==> src/rtl/div4_pkg.sv <==
// Shared definitions for the 4-bit restoring divider: FSM encoding, datapath widths
// and the fixed result returned on a divide-by-zero request.
package div4_pkg;

    typedef enum logic [1:0] {
        IDLE = 2'd0,
        RUN  = 2'd1,
        DONE = 2'd2
    } state_t;

    localparam int DVD_W = 8;
    localparam int DVS_W = 4;
    localparam int REM_W = DVS_W + 1;
    localparam int CNT_W = 3;

    localparam logic [CNT_W-1:0] CNT_FIRST = 3'd7;

    localparam logic [DVD_W-1:0] Q_DZ = 8'hFF;
    localparam logic [DVS_W-1:0] R_DZ = 4'hF;

endpackage

==> src/rtl/divider_4bit_step.sv <==
// One combinational restoring-division step: shift the next dividend bit into the
// partial remainder, subtract the divisor when it fits and emit the quotient bit.
module divider_4bit_step
    import div4_pkg::*;
(
    input  logic [REM_W-1:0] rem_i,
    input  logic             bit_i,
    input  logic [DVS_W-1:0] divisor_i,
    output logic [REM_W-1:0] rem_o,
    output logic             q_o
);

    logic [REM_W-1:0] shifted;
    logic [REM_W-1:0] dvs_ext;

    always_comb begin
        shifted = {rem_i[REM_W-2:0], bit_i};
        dvs_ext = {1'b0, divisor_i};
        // A set top bit means the shifted value is at least 32, which always exceeds the divisor.
        q_o     = rem_i[REM_W-1] | (shifted >= dvs_ext);
        rem_o   = q_o ? (shifted - dvs_ext) : shifted;
    end

endmodule

==> src/rtl/divider_4bit.sv <==
// 8-bit by 4-bit unsigned restoring divider, one quotient bit per clock.
// Optional macro DIVIDER_4BIT_SELFCHECK_EN adds the chk_err result self-check output.
module divider_4bit
    import div4_pkg::*;
(
    input  logic             clk,
    input  logic             rst_n,
    input  logic             start,
    input  logic [DVD_W-1:0] dividend,
    input  logic [DVS_W-1:0] divisor,
    output logic             busy,
    output logic             done,
    output logic [DVD_W-1:0] quotient,
    output logic [DVS_W-1:0] remainder,
    output logic             div_by_zero
`ifdef DIVIDER_4BIT_SELFCHECK_EN
    ,
    output logic             chk_err
`endif
);

    state_t             state_q, state_d;
    logic [CNT_W-1:0]   cnt_q, cnt_d;
    logic [DVD_W-1:0]   dividend_q, dividend_d;
    logic [DVS_W-1:0]   divisor_q, divisor_d;
    logic [REM_W-1:0]   rem_q, rem_d;
    logic [DVD_W-2:0]   qacc_q, qacc_d;
    logic [DVD_W-1:0]   quotient_q, quotient_d;
    logic [DVS_W-1:0]   remainder_q, remainder_d;
    logic               dz_q, dz_d;

    logic [REM_W-1:0]   step_rem;
    logic               step_q;

    divider_4bit_step u_step (
        .rem_i     (rem_q),
        .bit_i     (dividend_q[cnt_q]),
        .divisor_i (divisor_q),
        .rem_o     (step_rem),
        .q_o       (step_q)
    );

    always_comb begin
        state_d     = state_q;
        cnt_d       = cnt_q;
        dividend_d  = dividend_q;
        divisor_d   = divisor_q;
        rem_d       = rem_q;
        qacc_d      = qacc_q;
        quotient_d  = quotient_q;
        remainder_d = remainder_q;
        dz_d        = dz_q;

        unique case (state_q)
            IDLE: begin
                if (start) begin
                    dividend_d = dividend;
                    divisor_d  = divisor;
                    rem_d      = '0;
                    qacc_d     = '0;
                    if (divisor != '0) begin
                        state_d = RUN;
                        cnt_d   = CNT_FIRST;
                    end else begin
                        state_d     = DONE;
                        quotient_d  = Q_DZ;
                        remainder_d = R_DZ;
                        dz_d        = 1'b1;
                    end
                end
            end
            RUN: begin
                rem_d  = step_rem;
                qacc_d = {qacc_q[DVD_W-3:0], step_q};
                if (cnt_q == '0) begin
                    state_d     = DONE;
                    quotient_d  = {qacc_q, step_q};
                    remainder_d = step_rem[DVS_W-1:0];
                    dz_d        = 1'b0;
                end else begin
                    cnt_d = cnt_q - 3'd1;
                end
            end
            DONE: begin
                state_d = IDLE;
            end
            default: begin
                state_d = IDLE;
            end
        endcase
    end

    // Control and visible results are cleared by reset so an aborted run leaves nothing behind.
    always_ff @(posedge clk) begin
        if (!rst_n) begin
            state_q     <= IDLE;
            cnt_q       <= '0;
            quotient_q  <= '0;
            remainder_q <= '0;
            dz_q        <= 1'b0;
        end else begin
            state_q     <= state_d;
            cnt_q       <= cnt_d;
            quotient_q  <= quotient_d;
            remainder_q <= remainder_d;
            dz_q        <= dz_d;
        end
    end

    always_ff @(posedge clk) begin
        dividend_q <= dividend_d;
        divisor_q  <= divisor_d;
        rem_q      <= rem_d;
        qacc_q     <= qacc_d;
    end

    assign busy        = (state_q == RUN);
    assign done        = (state_q == DONE);
    assign quotient    = quotient_q;
    assign remainder   = remainder_q;
    assign div_by_zero = dz_q;

`ifdef DIVIDER_4BIT_SELFCHECK_EN
    logic [12:0] recon;

    always_comb begin
        recon   = 13'(quotient_q) * 13'(divisor_q) + 13'(remainder_q);
        chk_err = (state_q == DONE) && !dz_q && (recon != 13'(dividend_q));
    end
`endif

endmodule

==> config.mk <==
export PLATFORM = sky130hd
export DESIGN_NAME = divider_4bit
export DESIGN_NICKNAME = d
export VERILOG_FILES = /design/src/rtl/div4_pkg.sv /design/src/rtl/divider_4bit_step.sv /design/src/rtl/divider_4bit.sv
export SDC_FILE = /design/constraint.sdc
export NUM_CORES = 1
export LEC_CHECK = 0
export ABC_AREA = 1
export CAP_MARGIN = 5
export CELL_PAD_IN_SITES_DETAIL_PLACEMENT = 1
export CELL_PAD_IN_SITES_GLOBAL_PLACEMENT = 2
export CORE_ASPECT_RATIO = 0.9
export CORE_UTILIZATION = 29
export DETAILED_ROUTE_END_ITERATION = 6
export PLACE_DENSITY = 0.83
export SLEW_MARGIN = 10
export SYNTH_ARGS = -nofsm -noshare
export SYNTH_HDL_FRONTEND = slang
export SYNTH_SLANG_ARGS = --single-unit
==> constraint.sdc <==
create_clock -name clk -period 2 [get_ports clk]
set_input_delay 0.2 -clock clk [delete_from_list [all_inputs] [get_ports clk]]
set_output_delay 0.2 -clock clk [all_outputs]
set_load 0.02 [all_outputs]
Word level (Yosys, flattened, before mapping)
Index checks and enable logic that the tools add are counted.
- register bits: 42
- bits in latches: 0
- bits in writable memories: 0
- bits in read-only memories: 0
- output and inout port bits: 15
- logic and storage cells: 57
- memories: 0
- add/sub/neg operators: 2
- $mul: 0
- div/mod/pow operators: 0
- order comparisons: 2
- equality and inequality tests: 7
- shift-type cells: 0
- mux-type cells: 27
- bitwise logic cells: 1
- reduce and logical (&&, ||, !) cells: 9
- operators by type and width (cell ; count):
    $mux W8 ; 3
    $pmux W8 S2 ; 1
    $pmux W7 S2 ; 1
    $mux W4 ; 3
    $mux W5 ; 2
    $pmux W5 S2 ; 1
    $mux W3 ; 3
    $ne A2 B2 Y1 const B ; 4
    $pmux W4 S2 ; 1
    $reduce_and A4 Y1 ; 2
    $mux W7 ; 1
    $mux W2 ; 3
    $pmux W3 S2 ; 1
    $reduce_and A2 Y1 ; 3
    $ge A5 B4 Y1 ; 1
    $sub A5 B4 Y5 ; 1
    $lt A3 B4 Y1 const B ; 1
    $mux W1 ; 4
    $pmux W2 S2 ; 1
    $reduce_bool A4 Y1 ; 1
    $bmux W1 S3 ; 1
    $logic_not A3 Y1 ; 1
    $sub A3 B1 Y3 const B ; 1
    $eq A2 B1 Y1 const B ; 1
    other kinds (6) ; 6

Depth between registers and ports, before layout
- depth in word-level cells: 7
- gate-level depth with buffers: 14
- mapped depth without buffers: 14

By module
From an unflattened synthesis, not the netlist that was laid out.
- cells, all modules: 219
- area, all modules: 1995.7 um^2
- modules (own cells, without submodules) (module ; instances ; cells each ; area an instance (um^2) ; seq. area each (um^2)):
    divider_4bit ; 1 ; 170 ; 1701.6 ; 1081.0
    divider_4bit_step ; 1 ; 49 ; 294.0 ; 0.0

Least setup slack after synthesis
Ideal clock, no wire load.
- path type: register -> register
- start: reg cnt_q[0]
- end: reg rem_q[4], data pin
- data arrival time: 1.625 ns
- required time: 1.734 ns
- slack: 0.109 ns
- stages on the path, launching flop included: 12
- path buffers: 0
- path through: dfxtp_1 inv_2 nand2_1 nand3_1 nand3_1 nand2_1 ha_1 fa_1 o21ai_1 xnor2_1 nand2_1 nor2_1
- word-level cells in the longest chain between the ends: 6
- elaborated cells on any way between the ends: 7
- those cells by class: add/sub: 1; order compare: 1; mux: 4; bitwise: 1
- RTL lines (element ; line ; RTL):
    from (decl) ; divider_4bit.sv:23 ; logic [CNT_W-1:0] cnt_q, cnt_d;
    from (signal assigned) ; divider_4bit.sv:103 ; cnt_q <= cnt_d;
    $bmux W1 S3 (*) ; divider_4bit.sv:37 ; .bit_i (dividend_q[cnt_q]),
    $mux W1 (implied by the code) (*) ; divider_4bit.sv:37 ;
    $ge A5 B4 Y1 ; divider_4bit_step.sv:20 ; q_o = rem_i[REM_W-1] | (shifted >= dvs_ext);
    $or A1 B1 Y1 ; divider_4bit_step.sv:20 ;
    $mux W5 (*) ; divider_4bit_step.sv:21 ; rem_o = q_o ? (shifted - dvs_ext) : shifted;
    $pmux W5 S2 (*) ; divider_4bit.sv:54 ; unique case (state_q)
    to (signal assigned) ; divider_4bit.sv:113 ; rem_q <= rem_d;
    to (decl) ; divider_4bit.sv:26 ; logic [REM_W-1:0] rem_q, rem_d;
Mark *: on every way between the ends. The rest lies on a longest branch, timed or not. The select of a mux whose other input is x is not followed.
A chain may end at the register's enable or synchronous reset.

Worst setup path in the final report
- start: reg cnt_q[0]
- end: reg rem_q[1], data pin
Same word-level chain as after synthesis.

==> flow_summary.ini <==
[status]
status = complete, no violations

[place]
place_hpwl_um = 2980
io_buffers = 29
place_inst = 325
place.gp.congestion = 0.738

[yosys]
async_reset_ff_share_pct = 0
synth_warnings = 0
yosysUniqueCellTypes = 30
seq_area_frac_synth_pct = 56.9
synthesis.nets = 226
syn_avg_cell_area_um2 = 9.32
synth_edf_count = 24
synth_seq_cells = 42
synthTopCellsByArea = edfxtp_1 38%, dfxtp_1 19%, inv_1 8.5%, nand2_1 6.7%, a21oi_1 4.2%
synth_area_leader_cell = edfxtp_1
syn_inst = 204
synthFlopType = edfxtp_1
yosysTopAreaCellShare_pct = 37.9
synth.cell_area_mm2 = 0.00190

[worst_setup_path]
startpoint_type = flip-flop
slowest_stage = fa_2
crit_arrival_ns = 2.01
cp_slowest_stage_delay_ns = 0.55
critical_path_class = flip-flop to flip-flop
cp_top_family = adder cells
reg2reg_depth = 10
r2r-start = cnt_q[0]
r2r-end = rem_q[1]
critPathCaptureType = flip-flop
crit_chain = buf_6, nand2_2, nand3_2, nand3_2, nand2_2, ha_4, fa_2, inv_1, nand2_1, a21oi_1
cp_max_fo = 4
cp_num_buf_inv = 2
critical_path_required_ns = 2.05
ff2ff_setup_slack_ns = 0.03

[cells_and_area]
n_antenna_cell = 0
nets = 269
final_layout_size_suffix_gt1_share_pct = 21.0
mostFrequentLayoutCells = 42 x inv_1, 29 x clkdlybuf4s50_1, 24 x nand2_1, 24 x edfxtp_1, 17 x dfxtp_1
area_delta_synth_final_pct = 35.3
final_common_cell = inv_1
fin_cells = 335

[drt]
ant_nets = 0
first_pass_iters = 5
wire_per_inst_um = 12.5
drc = 0
drt-total-wl_um = 4190
drt_iter0_markers = 57
viasPerCell = 4.33
vias = 1450

[power_and_ir_drop]
p_int_mw = 1.83
power_leakage_nw = 1.09
peakVddDrop_mv = 0.405
clock_power_share_pct = 26.1
pwr-share-seq_pct = 42.0
p_switching_mw = 0.851
switching_share_pct = 31.7
comb_power_share_pct = 31.9
cellPowerDensity_mw_per_mm2 = 1040

[cts]
cts.clk_slew.worst_paths_ns = 0.08
cts_tree = done
htree_num_levels = 2
root_buffer = clkbuf_8
cts_hold_buf = 0
numClockSinks = 42
clk_path_buf_depth = 2
clk_latency_ns = 0.30
numCtsBuffers = 5

[grt]
antenna_found_initial = 0
grt_usage_pct = 12.9
grt-ovfl-total = 0
grt_pass1_wl_um = 6800
grt_pass1_vias = 1556
grt_max_degree = 16

[timing]
finalHoldViolCount = 0
final.min_clock_period_ns = 1.97
skew_ns = 0.0103
holdWs_ns = 0.448
setup_viol = 0
timing.fmax_mhz = 509
maxSlewHeadroom_pct = 76.6
rsz0062_at_grt = true
finalMaxSlewViolations = 0
period_share_pct = 98.3
final.setup.tns_ns = 0
tightest_slew_ns = 0.350

[min_path]
whs_path_depth = 1
hold_class = input port to flip-flop
hold_start = dividend[4]
whs_endpoint = dividend_q[4]

[die]
coreArea_mm2 = 0.00622
start_util_pct = 30.6
die-area_mm2 = 0.00688
rows = 27
ios = 30
die_h_um = 78.8
die-width_um = 87.3

[run]
max-cap-violations = 0
## metal layers
metal,up-vias,share of wire [%],global-route usage [%]
li1,735,-,-
met1,684,42,14.6
met2,22,54,23.6
met3,9,2.8,3.43
met4,0,1.9,3.93
met5,-,0,0
## worst reg2reg max path, stage by stage (launching register included)
cell	delay, ns
dfxtp_4	0.36
buf_6	0.13
nand2_2	0.07
nand3_2	0.07
nand3_2	0.07
nand2_2	0.08
ha_4	0.17
fa_2	0.55
inv_1	0.05
nand2_1	0.08
a21oi_1	0.07
## synthesized netlist by cell type (3+ instances only)
library cell / instances
inv_1: 43
nand2_1: 34
edfxtp_1: 24
dfxtp_1: 18
a21oi_1: 16
nor2_1: 16
nand3_1: 9
o21ai_0: 7
ha_1: 6
inv_2: 3
nand2_2: 3
## kinds of logic (layout without fill, tap and decap cells)
| kind of cell | after synthesis | in the layout | share of synthesized area [%] |
|---|---|---|---|
| adders and majority gates | 7 | 7 | 5.00 |
| DFF | 42 | 42 | 56.9 |
| AOI/OAI and AO/OA | 31 | 31 | 9.35 |
| buffers and inverters | 50 | 94 | 10.4 |
| xor gates and xnor gates | 3 | 3 | 1.38 |
| and+or+nand+nor | 71 | 71 | 17.0 |
## worst max-delay path by stage
stage              from        to  slack (ns)  depth (start not counted)
2_1_floorplan  cnt_q[0]  rem_q[4]        0.11                         11
3_3_place_gp   cnt_q[0]  rem_q[4]        0.06                         11
3_5_place_dp   cnt_q[0]  rem_q[4]       -0.04                         11
4_1_cts        cnt_q[0]  rem_q[1]      -0.005                         10
5_1_grt        cnt_q[0]  rem_q[4]       -0.04                         11
6_report       cnt_q[0]  rem_q[1]        0.03                         10
## timing repair
action                                  in CTS  in global routing
gates resized for setup                      2                 25
endpoints found under the setup margin       5                 10
buffers inserted                             1                  1
pin swaps                                    3                 16
## metrics by stage
step	power (mW)	util [%]	setup slack (ns)	cell area [µm²]
after floorplan	1.60	-	0.109	1900
after detailed placement	1.88	37.7	-0.0377	2340
final	2.68	41.4	0.0340	2570
after global routing	2.84	41.4	-0.0380	2570
after global placement	1.86	37.7	0.0598	2340
after CTS	2.61	39.7	-0.00537	2470
## cell type report
class                   instances  area (µm²)
well taps                      87         109
flip-flops and latches         42        1080
clock buffers                   7        86.3
multi-input cells             112         713
clock inverters                 1        30.0
repair buffers                 39         369
fillers                       740        3640
inverters                      47         179
## flip-flops by register name (all words and copies together), names as in the netlist
name         cells
rem_q            5
remainder        4
qacc_q           7
divisor_q        4
cnt_q            3
quotient         8
dividend_q       8
state_q          2
div_by_zero      1
## power by group through the flow
stage,clock [mW],combinational [mW],sequential [mW]
floorplan,0,0.421,1.17
global placement,0,0.721,1.14
detailed placement,0,0.737,1.14
CTS,0.727,0.757,1.13
global route,0.751,0.943,1.14
finish,0.701,0.855,1.13
(Power assumes the default switching activity.)
